## src/rtl/uart_tx.sv

```systemverilog
// Buffered 8N1 UART transmitter with sticky drain interrupt.
// Define UART_TX_FIFO_EN for a FIFO_DEPTH-entry FIFO; otherwise a single holding register.
module uart_tx #(
   parameter int unsigned WAIT_COUNT = 868,
   parameter int unsigned FIFO_DEPTH = 4
) (
   input  logic       clk,
   input  logic       rst,
   input  logic [7:0] tx_data,
   input  logic       we,
   input  logic       ien,
   input  logic       ack,
   output logic       tx,
   output logic       busy,
   output logic       full,
   output logic       irq
);

   localparam int unsigned CNT_W = $clog2(WAIT_COUNT + 1);

   typedef enum logic [1:0] {IDLE, START, DATA, STOP} state_t;

   if (WAIT_COUNT < 2) begin : g_bad_wait
      $error("WAIT_COUNT must be at least 2");
   end
   if (FIFO_DEPTH < 2 || (FIFO_DEPTH & (FIFO_DEPTH - 1)) != 0) begin : g_bad_depth
      $error("FIFO_DEPTH must be a power of two, at least 2");
   end

   state_t             state_q, state_d;
   logic [CNT_W-1:0]   waitcnt_q, waitcnt_d;
   logic [2:0]         bitcnt_q, bitcnt_d;
   logic [7:0]         shift_q, shift_d;
   logic               tx_q, tx_d;
   logic               busy_q, busy_d;
   logic               full_q, full_d;
   logic               irq_q, irq_d;

   logic               push;
   logic               pop;
   logic               buf_empty;
   logic               nonempty_d;
   logic [7:0]         head;
   logic               bit_end;
   logic               irq_set;

   // full is the occupancy at the start of the cycle, so a same-cycle pop never makes room
   assign push = we && !full_q;

`ifdef UART_TX_FIFO_EN
   localparam int unsigned PTR_W  = $clog2(FIFO_DEPTH);
   localparam int unsigned FCNT_W = $clog2(FIFO_DEPTH + 1);

   logic [7:0]        mem_q [FIFO_DEPTH];
   logic [7:0]        mem_d [FIFO_DEPTH];
   logic [PTR_W-1:0]  rd_ptr_q, rd_ptr_d;
   logic [PTR_W-1:0]  wr_ptr_q, wr_ptr_d;
   logic [FCNT_W-1:0] count_q, count_d;

   assign buf_empty = (count_q == '0);
   assign head      = mem_q[rd_ptr_q];

   always_comb begin
      mem_d    = mem_q;
      rd_ptr_d = rd_ptr_q;
      wr_ptr_d = wr_ptr_q;
      count_d  = count_q;
      if (push) begin
         mem_d[wr_ptr_q] = tx_data;
         wr_ptr_d        = wr_ptr_q + PTR_W'(1);
      end
      if (pop) begin
         rd_ptr_d = rd_ptr_q + PTR_W'(1);
      end
      if (push && !pop) begin
         count_d = count_q + FCNT_W'(1);
      end else if (pop && !push) begin
         count_d = count_q - FCNT_W'(1);
      end
      nonempty_d = (count_d != '0);
      full_d     = (count_d == FCNT_W'(FIFO_DEPTH));
   end

   always_ff @(posedge clk) begin
      if (rst) begin
         rd_ptr_q <= '0;
         wr_ptr_q <= '0;
         count_q  <= '0;
      end else begin
         rd_ptr_q <= rd_ptr_d;
         wr_ptr_q <= wr_ptr_d;
         count_q  <= count_d;
      end
   end

   // Storage needs no reset: the pointers alone define what is valid
   always_ff @(posedge clk) begin
      mem_q <= mem_d;
   end
`else
   logic [7:0] hold_q, hold_d;
   logic       valid_q, valid_d;

   assign buf_empty = !valid_q;
   assign head      = hold_q;

   always_comb begin
      hold_d  = hold_q;
      valid_d = valid_q;
      if (pop) begin
         valid_d = 1'b0;
      end
      if (push) begin
         hold_d  = tx_data;
         valid_d = 1'b1;
      end
      nonempty_d = valid_d;
      full_d     = valid_d;
   end

   always_ff @(posedge clk) begin
      if (rst) begin
         hold_q  <= '0;
         valid_q <= 1'b0;
      end else begin
         hold_q  <= hold_d;
         valid_q <= valid_d;
      end
   end
`endif

   assign bit_end = (waitcnt_q == CNT_W'(WAIT_COUNT - 1));

   // Frame sequencing: start, 8 data bits LSB first, stop; back-to-back when data waits
   always_comb begin
      state_d   = state_q;
      waitcnt_d = waitcnt_q;
      bitcnt_d  = bitcnt_q;
      shift_d   = shift_q;
      tx_d      = tx_q;
      pop       = 1'b0;
      irq_set   = 1'b0;
      case (state_q)
         IDLE: begin
            tx_d = 1'b1;
            if (!buf_empty) begin
               pop       = 1'b1;
               shift_d   = head;
               tx_d      = 1'b0;
               waitcnt_d = '0;
               state_d   = START;
            end
         end
         START: begin
            if (bit_end) begin
               waitcnt_d = '0;
               bitcnt_d  = '0;
               tx_d      = shift_q[0];
               state_d   = DATA;
            end else begin
               waitcnt_d = waitcnt_q + CNT_W'(1);
            end
         end
         DATA: begin
            if (bit_end) begin
               waitcnt_d = '0;
               if (bitcnt_q == 3'd7) begin
                  tx_d    = 1'b1;
                  state_d = STOP;
               end else begin
                  bitcnt_d = bitcnt_q + 3'd1;
                  shift_d  = {1'b1, shift_q[7:1]};
                  tx_d     = shift_q[1];
               end
            end else begin
               waitcnt_d = waitcnt_q + CNT_W'(1);
            end
         end
         STOP: begin
            if (bit_end) begin
               waitcnt_d = '0;
               if (!buf_empty) begin
                  pop     = 1'b1;
                  shift_d = head;
                  tx_d    = 1'b0;
                  state_d = START;
               end else begin
                  tx_d    = 1'b1;
                  irq_set = ien;
                  state_d = IDLE;
               end
            end else begin
               waitcnt_d = waitcnt_q + CNT_W'(1);
            end
         end
         default: begin
            tx_d    = 1'b1;
            state_d = IDLE;
         end
      endcase
      busy_d = (state_d != IDLE) || nonempty_d;
      // A set in the same cycle as ack wins
      irq_d  = irq_set || (irq_q && !ack);
   end

   always_ff @(posedge clk) begin
      if (rst) begin
         state_q   <= IDLE;
         waitcnt_q <= '0;
         bitcnt_q  <= '0;
         shift_q   <= '0;
         tx_q      <= 1'b1;
         busy_q    <= 1'b0;
         full_q    <= 1'b0;
         irq_q     <= 1'b0;
      end else begin
         state_q   <= state_d;
         waitcnt_q <= waitcnt_d;
         bitcnt_q  <= bitcnt_d;
         shift_q   <= shift_d;
         tx_q      <= tx_d;
         busy_q    <= busy_d;
         full_q    <= full_d;
         irq_q     <= irq_d;
      end
   end

   assign tx   = tx_q;
   assign busy = busy_q;
   assign full = full_q;
   assign irq  = irq_q;

endmodule

```

## config.mk

```make
export PLATFORM = sky130hd
export DESIGN_NAME = uart_tx
export DESIGN_NICKNAME = d
export VERILOG_FILES = /design/src/rtl/uart_tx.sv
export SDC_FILE = /design/constraint.sdc
export NUM_CORES = 1
export LEC_CHECK = 0
export ABC_AREA = 1
export BUFFER_PORTS_ARGS = -buffer_cell sky130_fd_sc_hd__buf_2
export CORE_ASPECT_RATIO = 1.25
export CORE_MARGIN = 1.5
export CORE_UTILIZATION = 50
export DETAILED_ROUTE_END_ITERATION = 7
export PLACE_DENSITY = 0.69
export SETUP_SLACK_MARGIN = 0.5
export SYNTH_ARGS = -nofsm -noshare
export SYNTH_HDL_FRONTEND = slang
export SYNTH_SLANG_ARGS = --single-unit
```

## constraint.sdc

```tcl
create_clock -name clk -period 2.25 [get_ports clk]
set_input_delay 0.1125 -clock clk [delete_from_list [all_inputs] [get_ports clk]]
set_output_delay 0.1125 -clock clk [all_outputs]
set_load 0.01 [all_outputs]
```

==> results of run 1 <==
final timing paths:
path,startpoint,to,slack [ps],depth (start not counted)
hold reg to reg,irq,irq,460,2
setup reg to reg,state_q[1],shift_q[6],620,7
hold / removal,ack,irq,70,4
setup / recovery,state_q[1],shift_q[6],620,7
synth_stat cells:
| cell type | count | share of area [%] |
|---|---|---|
| a211oi_1 | 2 | 0.84 |
| a21oi_1 | 14 | 3.9 |
| a21oi_4 | 1 | 0.91 |
| a22oi_1 | 1 | 0.42 |
| a31oi_1 | 1 | 0.35 |
| and2_4 | 1 | 0.49 |
| and3_1 | 1 | 0.35 |
| buf_8 | 1 | 0.84 |
| clkbuf_1 | 6 | 1.3 |
| clkinv_1 | 1 | 0.21 |
| dfxtp_1 | 35 | 39 |
| ha_1 | 7 | 4.9 |
| inv_1 | 23 | 4.8 |
| inv_2 | 2 | 0.42 |
| nand2_1 | 63 | 13 |
| nand2_2 | 2 | 0.70 |
| nand3_1 | 10 | 2.8 |
| nand3_4 | 1 | 0.98 |
| nand4_1 | 10 | 3.5 |
| nor2_1 | 32 | 6.7 |
| nor2_2 | 10 | 3.5 |
| nor2_4 | 1 | 0.63 |
| nor2_8 | 1 | 1.1 |
| nor3_1 | 2 | 0.56 |
| o21ai_0 | 19 | 5.3 |
| o21bai_1 | 2 | 0.84 |
| o22ai_1 | 2 | 0.70 |
| xor2_1 | 1 | 0.49 |
per-layer routing:
layer / routed length (µm) / track usage (%) / up-vias / part of all wire, %
met4: 95 / 11.9 / 0 / 2.5
met5: 0 / 0 / - / 0
met2: 1820 / 34.1 / 45 / 48
met3: 177 / 6.30 / 10 / 4.7
met1: 1690 / 24.4 / 721 / 45
li1: - / - / 850 / -
critical path: stages, from the launching register on:
cell      delay [ps]
dfxtp_2          410
inv_1            100
ha_1             240
o21bai_2         250
nor2_8           170
and2_4           240
nor2_2            40
nor2_1           100
sequential cells by signal, summed over array words and instances (netlist names):
name / count
irq: 1
bitcnt_q: 3
waitcnt_q: 10
full: 1
tx: 1
shift_q: 8
busy: 1
state_q: 2
head: 8
repair_timing:
item                                    4_1_cts  5_1_grt
endpoints found under the setup margin       10       14
hold endpoints to repair                      0        0
gates resized for setup                       1       11
setup buffers                                 0        0
layout make-up:
cell class / instances / area, µm² / share of cell area (%)
sequential: 35 / 706 / 34.8
tap: 39 / 48.8 / 2.41
timing repair buffer: 17 / 87.6 / 4.32
inverter: 26 / 97.6 / 4.81
multi-input combinational: 184 / 986 / 48.6
clock inverter: 1 / 30.0 / 1.48
clock buffer: 6 / 72.6 / 3.58
power groups by stage:
stage	Clock [mW]	Sequential, mW	Combinational [mW]
2_1_floorplan	0	0.758	0.342
3_3_place_gp	0	0.760	0.444
6_report	0.548	0.757	0.464
4_1_cts	0.562	0.748	0.445
3_5_place_dp	0	0.761	0.441
5_1_grt	0.578	0.766	0.535
cells by family after synthesis:
family,synth area share [%]
XOR/XNOR,0.490
AO/OA/AOI/OAI,13.3
adder cells (fa/ha/maj),4.90
flip-flops,39.2
AND/OR/NAND/NOR,34.6
buffers and inverters,7.56
==> impl_metrics.tcl, run 1 <==
set metrics [dict create \
    status "finished clean" \
    drive_above_1_share_pct 19.3 \
    end_kind "flip-flop" \
    pre_cts_slack_ps 415 \
    leakagePower_nw 0.888 \
    mostFrequentLayoutCells "62 x nand2_1, 32 x nor2_1, 31 x dfxtp_1" \
    core_area_um2 3450 \
    routed_wl_um 3780 \
    synth_nets 272 \
    stdcell_count 308 \
    root_buffer "clkbuf_8" \
    antennaDiodeCount 0 \
    vias 1626 \
    final_common_cell "nand2_1" \
    area_growth_syn_to_layout_pct 13.4 \
    grt_max_degree 22 \
    setup_viol 0 \
    dieArea_um2 3950 \
    finalHoldViolations 0 \
    relSlewSlack_pct 61.8 \
    fin_nets 289 \
    fill_cells 332 \
    cap_viol_max_count 0 \
    synth_cell_type_count 28 \
    seqPwrFrac_pct 42.8 \
    vias_per_cell 5.28 \
    skew_ps 3.91 \
    synth_seq_area_share_pct 39.2 \
    grt_pass1_vias 1516 \
    crit_required_ps 2480 \
    synth_area_um2 1790 \
    fin_area_um2 2030 \
    yosysWarnings 0 \
    synth.avg_cell_area_um2 7.10 \
    drtIter0Drc 83 \
    combPwrFrac_pct 26.2 \
    report.power.total_mw 1.77 \
    die_height_um 69.9 \
    ir_drop_mv 0.969 \
    cts_tree "done" \
    cts_hold_buf 0 \
    setup_ws_ps 625 \
    power.density_nw_per_um2 872 \
    row_count 24 \
    insertion_delay_ps 290 \
    post-route-drc-count 0 \
    antenna_found_initial 0 \
    netSwitchingFraction_pct 32.6 \
    wl_per_cell_um 12.3 \
    fin_util_pct 58.7 \
    chipWidth_um 56.5 \
    path_max_fanout 9 \
    cts.clk_slew.worst_paths_ps 70 \
    grt_first_pass_wirelength_um 6530 \
    tns_ps 0 \
    start_kind "flip-flop" \
    clkPwrFrac_pct 31.0 \
    dr.pass1.iters 4 \
    hold_ws_ps 66.1 \
    start_util_pct 51.8 \
    place.gp.congestion 0.846 \
    fin_crit_ps 1630 \
    hold_class "in -> reg" \
    max-clock-path-buffers 2 \
    grt_overflow 0 \
    fmax_mhz 615 \
    place_inst 301 \
    numCtsBuffers 5 \
    grtUsageTotal_pct 21.1 \
    place_area_um2 1890 \
    cp.arrival_ps 1850 \
    ios 17 \
    switchingPower_mw 0.576 \
    setup.worst_path.class "reg -> reg" \
    htreeDepth 2 \
    cts_sinks 35 \
    tightest_slew_ps 573 \
    dp_hpwl_um 2730 \
    fin_crit_sh_pct 72.2 \
    rsz0062_at_grt "no" \
    ant_nets 0 \
    slew_violations 0 \
    syn_inst 252 \
    ys_seq_elements 35 \
    internal_power_mw 1.19 \
    portBuffers 16 \
]
(Power assumes the default switching activity.)
==> run 2: changes to the inputs <==
--- a/config.mk
+++ b/config.mk
@@ -5,13 +5,13 @@
 export SDC_FILE = /design/constraint.sdc
 export NUM_CORES = 1
 export LEC_CHECK = 0
-export ABC_AREA = 1
+export ABC_AREA = 0
 export BUFFER_PORTS_ARGS = -buffer_cell sky130_fd_sc_hd__buf_2
 export CORE_ASPECT_RATIO = 1.25
 export CORE_MARGIN = 1.5
 export CORE_UTILIZATION = 50
 export DETAILED_ROUTE_END_ITERATION = 7
-export PLACE_DENSITY = 0.69
+export PLACE_DENSITY = 0.72
 export SETUP_SLACK_MARGIN = 0.5
 export SYNTH_ARGS = -nofsm -noshare
 export SYNTH_HDL_FRONTEND = slang
==> constraint.sdc (replaced) <==
create_clock -name clk -period 1.3 [get_ports clk]
set_input_delay 0.065 -clock clk [delete_from_list [all_inputs] [get_ports clk]]
set_output_delay 0.065 -clock clk [all_outputs]
set_load 0.01 [all_outputs]
==> impl_metrics.tcl, run 2 <==
set metrics [dict create \
    pre_cts_slack_ps -635 \
    chipWidth_um 56.9 \
    grt_first_pass_wirelength_um 7950 \
    place_area_um2 2330 \
    start_util_pct 52.2 \
    synth_edf_count 0 \
    die_height_um 70.4 \
    portBuffers 16 \
    setup_viol 27 \
    grt_pass1_vias 1831 \
    setup_ws_ps -677 \
    skew_ps 6.75 \
    status "finished with violations" \
    yosysWarnings 0 \
    synth_area_leaders "dfxtp_1 39%, nand2_1 5.4%, ha_1 4.8%, a221oi_1 3.9%, inv_1 3.7%" \
    row_count 24 \
    ios 17 \
    combPwrFrac_pct 42.4 \
    antennaDiodeCount 0 \
    async_flop_share_pct 0 \
    root_buffer "clkbuf_8" \
    dp_hpwl_um 3220 \
    cts_tree "done" \
    start_kind "flip-flop" \
    mostFrequentLayoutCells "45 x buf_4, 30 x dfxtp_1, 18 x inv_1" \
    place_inst 309 \
    fin_area_um2 2650 \
    drive_above_1_share_pct 44.5 \
    switchingPower_mw 1.28 \
    grtUsageTotal_pct 25.1 \
    vias_per_cell 5.88 \
    yosysTopAreaCell "dfxtp_1" \
    ant_nets 0 \
    syn_inst 218 \
    hp-start "ack" \
    vias 1881 \
    finalHoldViolations 0 \
    routed_wl_um 5070 \
    grt_overflow 0 \
    max-clock-path-buffers 2 \
    reg2reg_from "waitcnt_q[0]" \
    synth_top_area_share_pct 38.6 \
    end_kind "flip-flop" \
    hold_ws_ps 20.5 \
    insertion_delay_ps 290 \
    fin_nets 300 \
    regMostFlops "waitcnt_q" \
    path_max_fanout 8 \
    clkPwrFrac_pct 21.8 \
    violations "negative setup slack" \
    post-route-drc-count 0 \
    grt_max_degree 23 \
    leakagePower_nw 1.12 \
    whs_endpoint "irq" \
    cap_viol_max_count 0 \
    reg2reg_slack_ps -680 \
    ir_drop_mv 1.21 \
    post-synth-top-count-cell "dfxtp_1" \
    rr_worst_depth 5 \
    cts.clk_slew.worst_paths_ps 80 \
    tightest_slew_ps 531 \
    r2r_end "shift_q[7]" \
    power.density_nw_per_um2 1360 \
    fmax_mhz 506 \
    numCtsBuffers 5 \
    synthTopCellsByCount "35 x dfxtp_1, 26 x nand2_1, 18 x inv_1" \
    place.gp.congestion 0.888 \
    synth_seq_area_share_pct 38.6 \
    htreeDepth 2 \
    rsz0062_at_grt "yes" \
    wl_per_cell_um 15.9 \
    relSlewSlack_pct 64.6 \
    setup.worst_path.class "reg -> reg" \
    ys_seq_elements 35 \
    fin_crit_ps 1980 \
    netSwitchingFraction_pct 35.6 \
    cts_sinks 35 \
    largest_reg_flops 10 \
    fin_util_pct 76.2 \
    stdcell_count 320 \
    slew_violations 0 \
    min_path_cells 3 \
    internal_power_mw 2.32 \
    dr.pass1.iters 4 \
    synth_cell_type_count 48 \
    core_area_um2 3480 \
    synthFlopType "dfxtp_1" \
    antenna_found_initial 0 \
    crit_required_ps 1490 \
    fin_crit_sh_pct 152 \
    hold_class "in -> reg" \
    synth_area_um2 1820 \
    final_common_cell "buf_4" \
    dieArea_um2 4010 \
    area_growth_syn_to_layout_pct 46.1 \
    drtIter0Drc 82 \
    synth_nets 238 \
    synth.avg_cell_area_um2 8.33 \
    cp.arrival_ps 2170 \
    seqPwrFrac_pct 35.8 \
]
[run 2: cell types whose count changed after synthesis, moves of 9 or more]
cell,change
nor2_2,-10
nand4_1,-9
o21ai_0,-11
nor2_1,-23
nand2_1,-37
[run 2: final cells by class]
| type | count | area (µm²) |
|---|---|---|
| multi-input cells | 152 | 1220 |
| fillers | 238 | 830 |
| flip-flops and latches | 35 | 709 |
| repair buffers | 68 | 519 |
| clock buffers | 5 | 68.8 |
| inverters | 18 | 67.6 |
| well taps | 39 | 48.8 |
| clock inverters | 3 | 18.8 |
[run 2: how the worst max path moves through the flow]
| stage | to | cells past startpoint | startpoint | slack (ps) |
|---|---|---|---|---|
| floorplan | busy | 6 | waitcnt_q[1] | -590 |
| global placement | shift_q[1] | 5 | waitcnt_q[1] | -580 |
| detailed placement | shift_q[4] | 5 | waitcnt_q[1] | -630 |
| CTS | shift_q[4] | 5 | waitcnt_q[1] | -610 |
| global route | shift_q[7] | 5 | waitcnt_q[0] | -780 |
| finish | shift_q[7] | 5 | waitcnt_q[0] | -680 |
[run 2: power by group through the flow]
stage          combinational, mW  clock [mW]  sequential (mW)
6_report                    1.53       0.783             1.29
2_1_floorplan              0.712           0             1.32
4_1_cts                     1.36       0.797             1.28
3_5_place_dp                1.26           0             1.30
5_1_grt                     1.64       0.851             1.30
3_3_place_gp                1.25           0             1.30
[run 2: critical path: stages, from the launching register on]
cell and delay, ps:
dfxtp_2 350, ha_4 130, or4b_4 550, nor4_4 370, o31ai_4 170, a221oi_1 310
[run 2: logic make-up after synthesis]
group           synth area share (%)
mux                             1.17
flops                           38.6
buf+inv                         6.89
simple gates                    25.5
fa+ha+maj                       4.82
compound gates                  23.1
[run 2: metal layers]
layer | vias to the layer above | part of all wire [%] | GRT usage [%]
met5 | - | 0 | 0
met4 | 0 | 2.4 | 9.04
met3 | 15 | 2.6 | 5.56
met2 | 39 | 56 | 47.1
met1 | 910 | 39 | 26.5
li1 | 917 | - | -
[run 2: timing repair]
item                       4_1_cts  5_1_grt
gates resized for setup         29       23
setup endpoints to repair       38       39
pin swaps                       16       17
setup buffers                    2        1
hold buffers                     0        0
[run 2: per-stage QoR]
step / setup TNS [ps] / power (mW)
3_5_place_dp: -14400 / 2.56
5_1_grt: -17670 / 3.80
3_3_place_gp: -13750 / 2.55
6_report: -15500 / 3.60
4_1_cts: -14510 / 3.44
2_1_floorplan: -13140 / 2.03
==> run 3: changes to the inputs <==
--- a/config.mk
+++ b/config.mk
@@ -11,7 +11,7 @@
 export CORE_MARGIN = 1.5
 export CORE_UTILIZATION = 50
 export DETAILED_ROUTE_END_ITERATION = 7
-export PLACE_DENSITY = 0.72
+export PLACE_DENSITY = 0.69
 export SETUP_SLACK_MARGIN = 0.5
 export SYNTH_ARGS = -nofsm -noshare
 export SYNTH_HDL_FRONTEND = slang
==> constraint.sdc (replaced) <==
create_clock -name clk -period 2.4 [get_ports clk]
set_input_delay 0.12 -clock clk [delete_from_list [all_inputs] [get_ports clk]]
set_output_delay 0.12 -clock clk [all_outputs]
set_load 0.01 [all_outputs]
==> impl_metrics.tcl, run 3 (same netlist as run 2, synthesis figures left out) <==
set metrics [dict create \
    fin_crit_sh_pct 82.6 \
    grtUsageTotal_pct 23.8 \
    fmax_mhz 505 \
    die_height_um 70.4 \
    r2r_end "shift_q[6]" \
    globalRoute.busiestLayer "met2" \
    worstSetupStartpoint "waitcnt_q[0]" \
    dp_hpwl_um 2970 \
    pre_cts_slack_ps 372 \
    rsz0062_at_grt "yes" \
    grt_first_pass_wirelength_um 7490 \
    setup_viol 0 \
    ios 17 \
    insertion_delay_ps 300 \
    dr.pass1.iters 5 \
    vias_per_cell 6.03 \
    skew_ps 4.30 \
    start_util_pct 52.2 \
    path_max_fanout 8 \
    fin_crit_ps 1980 \
    power.density_nw_per_um2 812 \
    use_met2_pct 43.0 \
    grt_pass1_vias 1596 \
    drtIter0Drc 125 \
    tns_ps 0 \
    dieArea_um2 4010 \
    regMostFlops "waitcnt_q" \
    status "finished clean" \
    slew_violations 0 \
    final_common_cell "dfxtp_1" \
    drive_above_1_share_pct 26.6 \
    relSlewSlack_pct 54.5 \
    global_route.usage.met1_pct 26.8 \
    rr_worst_depth 6 \
    reg2reg_slack_ps 420 \
    finalHoldViolations 0 \
    area_growth_syn_to_layout_pct 25.3 \
    grt_overflow 0 \
    vias 1688 \
    antennaDiodeCount 0 \
    tightest_slew_ps 683 \
    chipWidth_um 56.9 \
    ir_drop_mv 0.502 \
    fin_nets 260 \
    antenna_found_initial 0 \
    htreeDepth 2 \
    end_kind "flip-flop" \
    hold_class "in -> reg" \
    cts.clk_slew.worst_paths_ps 70 \
    post-route-drc-count 0 \
    setup_ws_ps 418 \
    reg2reg_from "waitcnt_q[0]" \
    largest_reg_flops 10 \
    gr-usage-met3_pct 5.19 \
    numCtsBuffers 5 \
    place.gp.congestion 0.849 \
    crit_required_ps 2610 \
    cp.arrival_ps 2200 \
    root_buffer "clkbuf_8" \
    grt_max_degree 35 \
    portBuffers 16 \
    cts_sinks 35 \
    critPathCapture "shift_q[6]" \
    cts_tree "done" \
    setup.worst_path.class "reg -> reg" \
    mostFrequentLayoutCells "32 x dfxtp_1, 26 x nand2_1, 18 x inv_1" \
    wl_per_cell_um 16.2 \
    core_area_um2 3480 \
    max-clock-path-buffers 2 \
    cap_viol_max_count 0 \
    ant_nets 0 \
    row_count 24 \
    leakagePower_nw 0.888 \
    routed_wl_um 4530 \
    start_kind "flip-flop" \
]
-- run 3: worst min path at each step --
stage / startpoint / end / slack, ps / cells after the start
4_1_cts: tx_data[5] / head[5] / 50 / 3
6_report: tx_data[5] / head[5] / 50 / 3
5_1_grt: tx_data[5] / head[5] / 70 / 3
3_5_place_dp: tx_data[5] / head[5] / 370 / 3
3_3_place_gp: tx_data[6] / head[6] / 360 / 3
2_1_floorplan: tx_data[0] / head[0] / 260 / 2
-- run 3: repair_timing --
action / CTS / global route
gates resized for setup: 17 / 10
buffers inserted: 5 / 6
hold buffers: 0 / 0
endpoints found under the setup margin: 16 / 22
pin swaps: 14 / 7
-- run 3: worst max-delay path, stage by stage (launching register included) --
cell	delay (ps)
dfxtp_4	360
ha_4	120
or4b_4	520
buf_6	150
nor4_4	260
o31ai_4	190
a221oi_2	290
-- run 3: layer usage --
metal | vias to the layer above | wire (µm)
met3 | 9 | 148
met1 | 804 | 1930
met4 | 0 | 78
met5 | - | 0
met2 | 37 | 2380
li1 | 838 | -
-- run 3: per-stage QoR --
stage	util, %	hold WS [ps]	cell area [µm²]	std cells	total power, mW
floorplan	-	256	1860	218	1.07
global placement	55.5	361	1930	261	1.18
detailed placement	55.5	368	1930	261	1.19
CTS	62.4	50.2	2170	274	1.82
global route	65.3	69.8	2280	280	1.95
finish	65.3	52.8	2280	280	1.85
-- run 3: layout make-up --
| type | count | area, µm² |
|---|---|---|
| Fill cell | 286 | 1210 |
| Multi-Input combinational cell | 152 | 1160 |
| Sequential cell | 35 | 709 |
| Timing Repair Buffer | 28 | 174 |
| Clock buffer | 6 | 82.6 |
| Inverter | 18 | 67.6 |
| Tap cell | 39 | 48.8 |
| Clock inverter | 2 | 35.0 |
-- run 3: report_power, final --
part	leakage (nW)	switching, mW	internal, mW
Sequential	0.288	0.0549	0.658
Combinational	0.539	0.340	0.234
Clock	0.0612	0.226	0.336
